===== config.mk =====
export PLATFORM = sky130hd
export DESIGN_NAME = sram_access_sequencer
export DESIGN_NICKNAME = d
export VERILOG_FILES = /design/src/rtl/sram_access_sequencer.sv
export SDC_FILE = /design/constraint.sdc
export NUM_CORES = 1
export LEC_CHECK = 0
export ABC_AREA = 1
export CORE_MARGIN = 2
export CORE_UTILIZATION = 47
export DETAILED_ROUTE_END_ITERATION = 6
export PLACE_DENSITY = 0.74
export SLEW_MARGIN = 20
export SYNTH_ARGS = -nofsm -noshare
export SYNTH_HDL_FRONTEND = slang
export SYNTH_SLANG_ARGS = --single-unit
export TNS_END_PERCENT = 100

===== constraint.sdc =====
create_clock -name Clk -period 1.46 [get_ports Clk]
set_clock_uncertainty 0.2 [all_clocks]
set_input_delay 0.146 -clock Clk [delete_from_list [all_inputs] [get_ports Clk]]
set_output_delay 0.146 -clock Clk [all_outputs]
set_load 0.02 [all_outputs]

===== src/rtl/sram_access_sequencer.sv =====
// sram_access_sequencer: takes one request at a time from the core and turns it
// into a registered, one-hot strobe for the SRAM control block. The strobe is held
// for ACCESS_CYCLES whole clock periods, so the SRAM controller sees both clock
// phases of every access.
// This block also owns the 8-entry hardware stack pointer (SRAM words 8-15) and
// reports full/empty.
module sram_access_sequencer #(
  parameter int unsigned ACCESS_CYCLES = 2
) (
  input  logic       Clk,
  input  logic       Rst,
  input  logic       req_valid,
  input  logic [2:0] req_op,
  input  logic [1:0] req_r1_sel,
  output logic       req_ready,
  output logic [1:0] R1_addr,
  output logic [2:0] SP_addr,
  output logic       R1_IN,
  output logic       R1_OUT,
  output logic       Stack_IN,
  output logic       Stack_OUT,
  output logic       RA_IN,
  output logic       RA_OUT,
  output logic       done,
  output logic       err,
  output logic       full,
  output logic       empty
);

  // Operation encodings; the op value doubles as the strobe bit index.
  localparam logic [2:0] OP_R1_WR = 3'd0;
  localparam logic [2:0] OP_R1_RD = 3'd1;
  localparam logic [2:0] OP_PUSH  = 3'd2;
  localparam logic [2:0] OP_POP   = 3'd3;
  localparam logic [2:0] OP_RA_RD = 3'd5;

  localparam logic [3:0] STACK_DEPTH = 4'd8;

  // Clamp out-of-range settings into 1..15, so the down-counter always fits in 4 bits.
  localparam int unsigned CYCLES_CLAMPED =
    (ACCESS_CYCLES < 1) ? 1 : ((ACCESS_CYCLES > 15) ? 15 : ACCESS_CYCLES);
  localparam logic [3:0] CNT_LOAD = 4'(CYCLES_CLAMPED - 1);

  typedef enum logic [1:0] {
    ST_IDLE   = 2'd0,
    ST_ACCESS = 2'd1,
    ST_DONE   = 2'd2
  } state_t;

  state_t     state_q, state_d;
  logic [3:0] cnt_q, cnt_d;
  logic [2:0] op_q, op_d;
  logic       err_pending_q, err_pending_d;
  logic [3:0] sp_count_q, sp_count_d;
  logic [5:0] strobe_q, strobe_d;
  logic [1:0] r1_addr_q, r1_addr_d;
  logic [2:0] sp_addr_q, sp_addr_d;

  logic       req_illegal;
  logic [3:0] sp_count_minus1;

  assign sp_count_minus1 = sp_count_q - 4'd1;

  // Classify the incoming request. Illegal cases are an unknown op, a push onto
  // a full stack, and a pop from an empty stack.
  always_comb begin
    req_illegal = 1'b0;
    if (req_op > OP_RA_RD) begin
      req_illegal = 1'b1;
    end else if ((req_op == OP_PUSH) && (sp_count_q == STACK_DEPTH)) begin
      req_illegal = 1'b1;
    end else if ((req_op == OP_POP) && (sp_count_q == 4'd0)) begin
      req_illegal = 1'b1;
    end
  end

  // Next-state logic, and next values for the registered strobes and addresses.
  always_comb begin
    state_d       = state_q;
    cnt_d         = cnt_q;
    op_d          = op_q;
    err_pending_d = err_pending_q;
    sp_count_d    = sp_count_q;
    strobe_d      = strobe_q;
    r1_addr_d     = r1_addr_q;
    sp_addr_d     = sp_addr_q;

    unique case (state_q)
      ST_IDLE: begin
        if (req_valid) begin
          op_d = req_op;
          if (req_illegal) begin
            // Rejected request: no strobe, straight to the completion cycle.
            err_pending_d = 1'b1;
            state_d       = ST_DONE;
          end else begin
            err_pending_d = 1'b0;
            state_d       = ST_ACCESS;
            cnt_d         = CNT_LOAD;
            strobe_d      = 6'b000001 << req_op;
            r1_addr_d     = ((req_op == OP_R1_WR) || (req_op == OP_R1_RD)) ? req_r1_sel : 2'd0;
            if (req_op == OP_PUSH) begin
              sp_addr_d = sp_count_q[2:0];
            end else if (req_op == OP_POP) begin
              sp_addr_d = sp_count_minus1[2:0];
            end else begin
              sp_addr_d = 3'd0;
            end
          end
        end
      end

      ST_ACCESS: begin
        if (cnt_q == 4'd0) begin
          state_d   = ST_DONE;
          strobe_d  = 6'b000000;
          r1_addr_d = 2'd0;
          sp_addr_d = 3'd0;
        end else begin
          cnt_d = cnt_q - 4'd1;
        end
      end

      ST_DONE: begin
        // The stack pointer moves only after a successful stack access.
        state_d       = ST_IDLE;
        err_pending_d = 1'b0;
        if (!err_pending_q) begin
          if (op_q == OP_PUSH) begin
            sp_count_d = sp_count_q + 4'd1;
          end else if (op_q == OP_POP) begin
            sp_count_d = sp_count_minus1;
          end
        end
      end

      default: begin
        state_d  = ST_IDLE;
        strobe_d = 6'b000000;
      end
    endcase
  end

  // State, counter and output registers. Reset drops the strobes at once and
  // abandons any access that is in flight.
  always_ff @(posedge Clk or posedge Rst) begin
    if (Rst) begin
      state_q       <= ST_IDLE;
      cnt_q         <= 4'd0;
      op_q          <= OP_R1_WR;
      err_pending_q <= 1'b0;
      sp_count_q    <= 4'd0;
      strobe_q      <= 6'b000000;
      r1_addr_q     <= 2'd0;
      sp_addr_q     <= 3'd0;
    end else begin
      state_q       <= state_d;
      cnt_q         <= cnt_d;
      op_q          <= op_d;
      err_pending_q <= err_pending_d;
      sp_count_q    <= sp_count_d;
      strobe_q      <= strobe_d;
      r1_addr_q     <= r1_addr_d;
      sp_addr_q     <= sp_addr_d;
    end
  end

  assign R1_IN     = strobe_q[0];
  assign R1_OUT    = strobe_q[1];
  assign Stack_IN  = strobe_q[2];
  assign Stack_OUT = strobe_q[3];
  assign RA_IN     = strobe_q[4];
  assign RA_OUT    = strobe_q[5];

  assign R1_addr   = r1_addr_q;
  assign SP_addr   = sp_addr_q;

  assign req_ready = (state_q == ST_IDLE);
  assign done      = (state_q == ST_DONE);
  assign err       = (state_q == ST_DONE) && err_pending_q;

  assign full      = (sp_count_q == STACK_DEPTH);
  assign empty     = (sp_count_q == 4'd0);

endmodule

==> results of run 1 <==
[layout by cell type (no fill, tap or decap), types with 2 or more instances in the layout]
| cell | count |
|---|---|
| inv_2 | 8 |
| clkdlybuf4s50_1 | 7 |
| o21ai_0 | 4 |
| nor2_1 | 5 |
| nor2_4 | 7 |
| a21oi_2 | 2 |
| nand4_1 | 6 |
| nand3_4 | 2 |
| clkbuf_4 | 3 |
| o21ai_2 | 5 |
| nand2_4 | 9 |
| nor3_1 | 5 |
| nor2_2 | 5 |
| o21ai_1 | 5 |
| buf_6 | 8 |
| buf_4 | 40 |
| nand2_2 | 6 |
| ha_4 | 2 |
| ha_1 | 2 |
| nand3_1 | 6 |
| clkdlybuf4s15_1 | 2 |
| nand2_1 | 34 |
| a21oi_1 | 3 |
| xor2_1 | 5 |
| nand2_8 | 3 |
| dfrtp_1 | 25 |
| dlygate4sd2_1 | 9 |
| inv_1 | 14 |
[cells by family (layout without fill, tap and decap cells)]
| kind of cell | Yosys count | after routing | share of synthesized area |
|---|---|---|---|
| AOI/OAI and AO/OA | 23 | 23 | 0.1146 |
| buffers and inverters | 24 | 95 | 0.06718 |
| xor gates and xnor gates | 6 | 6 | 0.03618 |
| and+or+nand+nor | 88 | 90 | 0.3170 |
| adders and majority gates | 4 | 4 | 0.03445 |
| DFF | 25 | 25 | 0.4307 |
[layer usage]
metal	track usage	wire, um
met2	0.4019	2116
met1	0.2742	1568
met4	0.06667	46
met5	0	0
met3	0.03057	88
[cell usage after synthesis (2+ instances only)]
| library cell | instances |
|---|---|
| inv_1 | 19 |
| dfrtp_1 | 25 |
| xor2_1 | 5 |
| nor2_1 | 11 |
| nor2_2 | 6 |
| a21oi_1 | 5 |
| nand2_8 | 2 |
| inv_2 | 4 |
| o21ai_2 | 5 |
| nor3_1 | 6 |
| nand2_2 | 6 |
| nand3_1 | 6 |
| o21ai_0 | 8 |
| nand2_1 | 41 |
| nand3_4 | 2 |
| nand4_1 | 6 |
| ha_1 | 4 |
[timing repair]
| item | in CTS | in global routing |
|---|---|---|
| endpoints found under the hold margin | 25 | 0 |
| gates cloned | 0 | 2 |
| pin swaps | 6 | 6 |
| resized for setup | 54 | 24 |
| buffers inserted | 3 | 6 |
| setup endpoints to repair | 36 | 27 |
| hold buffers | 1 | 0 |
[stage by stage]
step / util / power, mW / cell area (um^2) / hold slack [ns]
floorplan: - / 2.889 / 1498 / -0.02668
global placement: 0.6804 / 4.023 / 2043 / 0.2584
detailed placement: 0.6804 / 4.146 / 2043 / 0.2677
CTS: 0.7121 / 4.554 / 2138 / 0.2271
global route: 0.7554 / 5.292 / 2268 / 0.2347
finish: 0.7554 / 4.951 / 2268 / 0.2234
[how the worst max path moves through the flow]
stage | startpoint | end | slack (ns) | depth (start not counted)
after floorplan | sp_count_q[0] | R1_addr[0] | -0.21 | 10
after global placement | req_op[2] | cnt_q[1] | -0.29 | 10
after detailed placement | req_op[1] | state_q[1] | -0.36 | 7
after CTS | sp_count_q[0] | SP_addr[2] | -0.28 | 11
after global routing | sp_count_q[0] | strobe_q[0] | -0.38 | 11
final | sp_count_q[0] | strobe_q[1] | -0.32 | 11
[state kept, by name, indices dropped and copies added (netlist names)]
register,count
SP_addr,3
strobe_q,6
cnt_q,4
err_pending_q,1
state_q,2
R1_addr,2
sp_count_q,4
op_q,3
[cell type report]
class / instances / share of cell area
Inverter: 23 / 0.03916
Timing Repair Buffer: 68 / 0.2532
Multi-Input combinational cell: 123 / 0.4021
Sequential cell: 25 / 0.2758
Tap cell: 33 / 0.01820
Clock buffer: 4 / 0.01158
[power by group]
| part | internal, mW | switching (mW) | leakage, nW |
|---|---|---|---|
| Sequential | 0.987 | 0.205 | 0.327 |
| Clock | 0.107 | 0.208 | 0.0150 |
| Combinational | 1.54 | 1.90 | 0.809 |
[worst reg2reg max path, stage by stage, from the launching register on]
cell	delay [ns]
dfrtp_1	0.41
inv_2	0.07
ha_4	0.18
nand2_4	0.07
nor2_4	0.03
buf_4	0.12
nand2_2	0.07
nand3_4	0.15
nand2_8	0.14
nand3_4	0.10
nand2_1	0.08
nand2_1	0.05
==> run metrics, run 1 <==
MaxCap Viol Count 0; placed cell count 263; Crit path arrival time 1.80 ns; FF-to-FF Start sp_count_q[0]; final global-route overflow total 0; Reg2Reg Setup Slack -0.32 ns; Max VDD drop 1.153 mV; CP cell instances inv_2, ha_4, nand2_4, nor2_4, buf_4, nand2_2, nand3_4, nand2_8, nand3_4, nand2_1, nand2_1; number of CTS-inserted buffers 3; Worst Hold Class input pin to register; row count 20; Syn Area/Cell 8.545 um^2; run status finished with violations; Lkg Pwr 1.151 nW; Post-synth EDFFs 0; unrepaired setup endpoints after global routing yes; CP Capture Type register; Yosys warnings 0; top cell type's share of synthesized area 0.4307; Final Cycle Share 1.220; Synth cell types 26; top post-synthesis cells by area dfrtp_1, nand2_1, inv_1; CTS tree built; Req. time, crit path 1.48 ns; root buf cell clkbuf_4; Fillers 211; die height 59.60 um; antenna-violating nets left 0; Max Root-Sink Buffers 2; initial antenna violation count 0; die area 3552 um^2; syn_nets 182; Max-slew headroom 0.7630; I/O pins 24; highest clock rate 561.3 MHz; Mapped Area 1453 um^2; Place WS -0.3551 ns; antenna cells 0; via/cell ratio 5.134; area grow syn2layout 56.16%; Final Instance Count excl. Fillers 276; Final nets 256; Worst Hold Launch req_r1_sel[1]; global-route wire length before repair 5982 um; Syn Inst Count 170; sequential share of the synthesized area 0.4307; asr flop ratio synth 1.000; max-slew violations 0; clk_lat worst skew 0.32 ns; Initial Utilization 0.4837; Buf+Inv Stages, Crit Path 2; H-tree depth 1; share of cells above drive strength 1 0.4403; DR WL/cell 13.84 um; drt total wl 3820 um; Pwr Density 2182 nW/um^2; Setup CP Type register to register; IO Port Bufs 23; Most used DFF post-synth dfrtp_1; DR pass1 iterations 4; largest stage delay on the critical path 0.41 ns; initial DRC count 64; crit path max fanout 6; Core Region 3003 um^2; largest net degree at the start of global routing 26; number of global-route vias before repair 1407; fin crit period 1.782 ns; Fin. Hold Viols 0; DP Wirelength 2729 um; drt drc 0; clk slew on worst S/H paths 0.14 ns; CP top delay family simple AND/OR/NAND/NOR gates; flip-flop and latch count after synthesis 25; largest area contributor in the netlist dfrtp_1; Seq. cell area 625.6 um^2; Worst Hold Endpoint R1_addr[1]; failing checks setup timing; final setup fails 24; hold depth 3; Slowest cell on crit path dfrtp_1; Vias 1417; CP Launch Type register; Multi-input gate area 912.1 um^2; capture point of the worst reg-to-reg path strobe_q[1]; GRT Util Overall 0.2228; Die Width 59.60 um; R2R cell count 11; Clock Sinks 25; RD Place Congestion 0.8424; setup TNS after final layout -5.895 ns; Setup WS post-layout -0.3216 ns; actual slew at the worst max-slew pin 0.3542 ns
Note: power is estimated with default switching activity, not from simulation.
==> run 2: changes to the inputs <==
CORE_UTILIZATION = 49   (was 47)
CTS_BUF_LIST = sky130_fd_sc_hd__clkbuf_8   (was not set)
PLACE_DENSITY = 0.76   (was 0.74)
==> run metrics, run 2 (synthesis gave the netlist of run 1 again) <==
Setup CP Type register to register (unchanged); max-slew violations 0 (unchanged); largest reg by FF count strobe_q (unchanged); DR pass1 iterations 4 (unchanged); Req. time, crit path 1.43 ns (was 1.48 ns); Core Region 2781 um^2 (was 3003 um^2); die height 58.45 um (was 59.60 um); drt drc 0 (unchanged); share of cells above drive strength 1 0.4504 (was 0.4403); via/cell ratio 5.322 (was 5.134); MaxCap Viol Count 0 (unchanged); highest clock rate 566.5 MHz (was 561.3 MHz); actual slew at the worst max-slew pin 0.3289 ns (was 0.3542 ns); initial antenna violation count 0 (unchanged); antenna cells 0 (unchanged); utilization after layout 0.8187 (was 0.7554); fin crit period 1.765 ns (was 1.782 ns); run status finished with violations (unchanged); Clock Sinks 25 (unchanged); Largest register FFs 6 (unchanged); final setup fails 21 (was 24); root buf cell clkbuf_8 (was clkbuf_4); largest net degree at the start of global routing 26 (unchanged); DR WL/cell 15.21 um (was 13.84 um); GRT Util Overall 0.2544 (was 0.2228); Fin. Hold Viols 0 (unchanged); DP Wirelength 2717 um (was 2729 um); antenna-violating nets left 0 (unchanged); Final nets 255 (was 256); H-tree depth 1 (unchanged); number of CTS-inserted buffers 3 (unchanged); commonest cells after routing, fill and taps aside buf_4, nand2_1, dfrtp_1 (unchanged); global-route wire length before repair 6596 um (was 5982 um); CP Capture Type register (unchanged); setup TNS after final layout -4.885 ns (was -5.895 ns); biggest regs strobe_q: 6 flops, cnt_q: 4 flops, sp_count_q: 4 flops (unchanged); RD Place Congestion 0.8219 (was 0.8424); clk slew on worst S/H paths 0.09 ns (was 0.14 ns); Fillers 167 (was 211); Hold Buf Count CTS 0 (was 1); Setup WS post-layout -0.3051 ns (was -0.3216 ns); area grow syn2layout 56.76% (was 56.16%); Pwr Density 2239 nW/um^2 (was 2182 nW/um^2); Crit path arrival time 1.73 ns (was 1.80 ns); I/O pins 24 (unchanged); Max-slew headroom 0.7807 (was 0.7630); Initial Utilization 0.5223 (was 0.4837); CTS tree built (unchanged); most common cell after layout, fill and taps aside buf_4 (unchanged); unrepaired setup endpoints after global routing yes (unchanged); initial DRC count 56 (was 64); Vias 1453 (was 1417); Max VDD drop 1.921 mV (was 1.153 mV); failing checks setup timing (unchanged); Final Cycle Share 1.209 (was 1.220); IO Port Bufs 23 (unchanged); Worst Hold Class input pin to asynchronous set/reset pin (was input pin to register); Lkg Pwr 1.167 nW (was 1.151 nW); die area 3416 um^2 (was 3552 um^2); CP Launch Type register (unchanged); final global-route overflow total 0 (unchanged); number of global-route vias before repair 1478 (was 1407); Die Width 58.45 um (was 59.60 um); crit path max fanout 5 (was 6); row count 19 (was 20); clk_lat worst skew 0.27 ns (was 0.32 ns); drt total wl 4151 um (was 3820 um); Max Root-Sink Buffers 2 (unchanged)
[run 2: final timing paths]
check                         startpoint            end  slack [ns]  depth (start not counted)
hold reg to reg                 cnt_q[1]       cnt_q[1]        0.28                          2
setup reg to reg           sp_count_q[0]    strobe_q[4]       -0.31                         10
hold / removal                       Rst     R1_addr[1]        0.02                          3
max in group asynchronous            Rst  err_pending_q        0.79                          3
min in group Clk                cnt_q[1]       cnt_q[1]        0.28                          2
setup / recovery           sp_count_q[0]    strobe_q[4]       -0.31                         10
[run 2: layout make-up]
cell class	instances	area, um^2	share of cell area
clock buffers	3	41.29	0.01813
clock inverters	1	5.005	0.002198
inverters	23	86.33	0.03791
multi-input cells	123	907.1	0.3984
flip-flops and latches	25	625.6	0.2747
well taps	31	38.79	0.01703
repair buffers	67	573.1	0.2516
[run 2: critical path: stages (launching register included)]
cell and delay (ns):
dfrtp_1 0.40, inv_2 0.09, ha_4 0.17, nand2_4 0.05
nor2_4 0.13, buf_6 0.12, nand2_4 0.05, nand3_4 0.14
nand2_4 0.12, nand4_1 0.12, nand2_1 0.07
[run 2: per-stage QoR]
step / instances / cell area (um^2) / power, mW / hold slack [ns] / setup slack [ns]
finish: 273 / 2277 / 5.099 / 0.02342 / -0.3051
global route: 273 / 2277 / 5.433 / 0.06334 / -0.3583
CTS: 273 / 2180 / 4.764 / 0.03326 / -0.2304
detailed placement: 261 / 2041 / 4.133 / 0.2596 / -0.3391
global placement: 261 / 2041 / 4.022 / 0.2589 / -0.2984
floorplan: 170 / 1498 / 2.889 / -0.02668 / -0.2105
[run 2: timing repair]
action,CTS,global route
setup buffers,6,2
pin swaps,7,11
endpoints found under the setup margin,35,28
resized for setup,46,26
cloned,2,0
[run 2: layer usage]
| metal | track usage | up-vias | wire (um) |
|---|---|---|---|
| met3 | 0.03956 | 12 | 148 |
| met4 | 0.08638 | 0 | 79 |
| li1 | - | 692 | - |
| met2 | 0.4526 | 42 | 2229 |
| met1 | 0.3129 | 707 | 1694 |
| met5 | 0 | - | 0 |
[run 2: power by group]
part | switching, mW | leakage [nW] | total [mW] | internal (mW)
logic | 1.92 | 0.815 | 3.49 | 1.57
clock network | 0.235 | 0.0255 | 0.426 | 0.191
registers | 0.196 | 0.327 | 1.19 | 0.989
total | 2.35 | 1.17 | 5.10 | 2.75
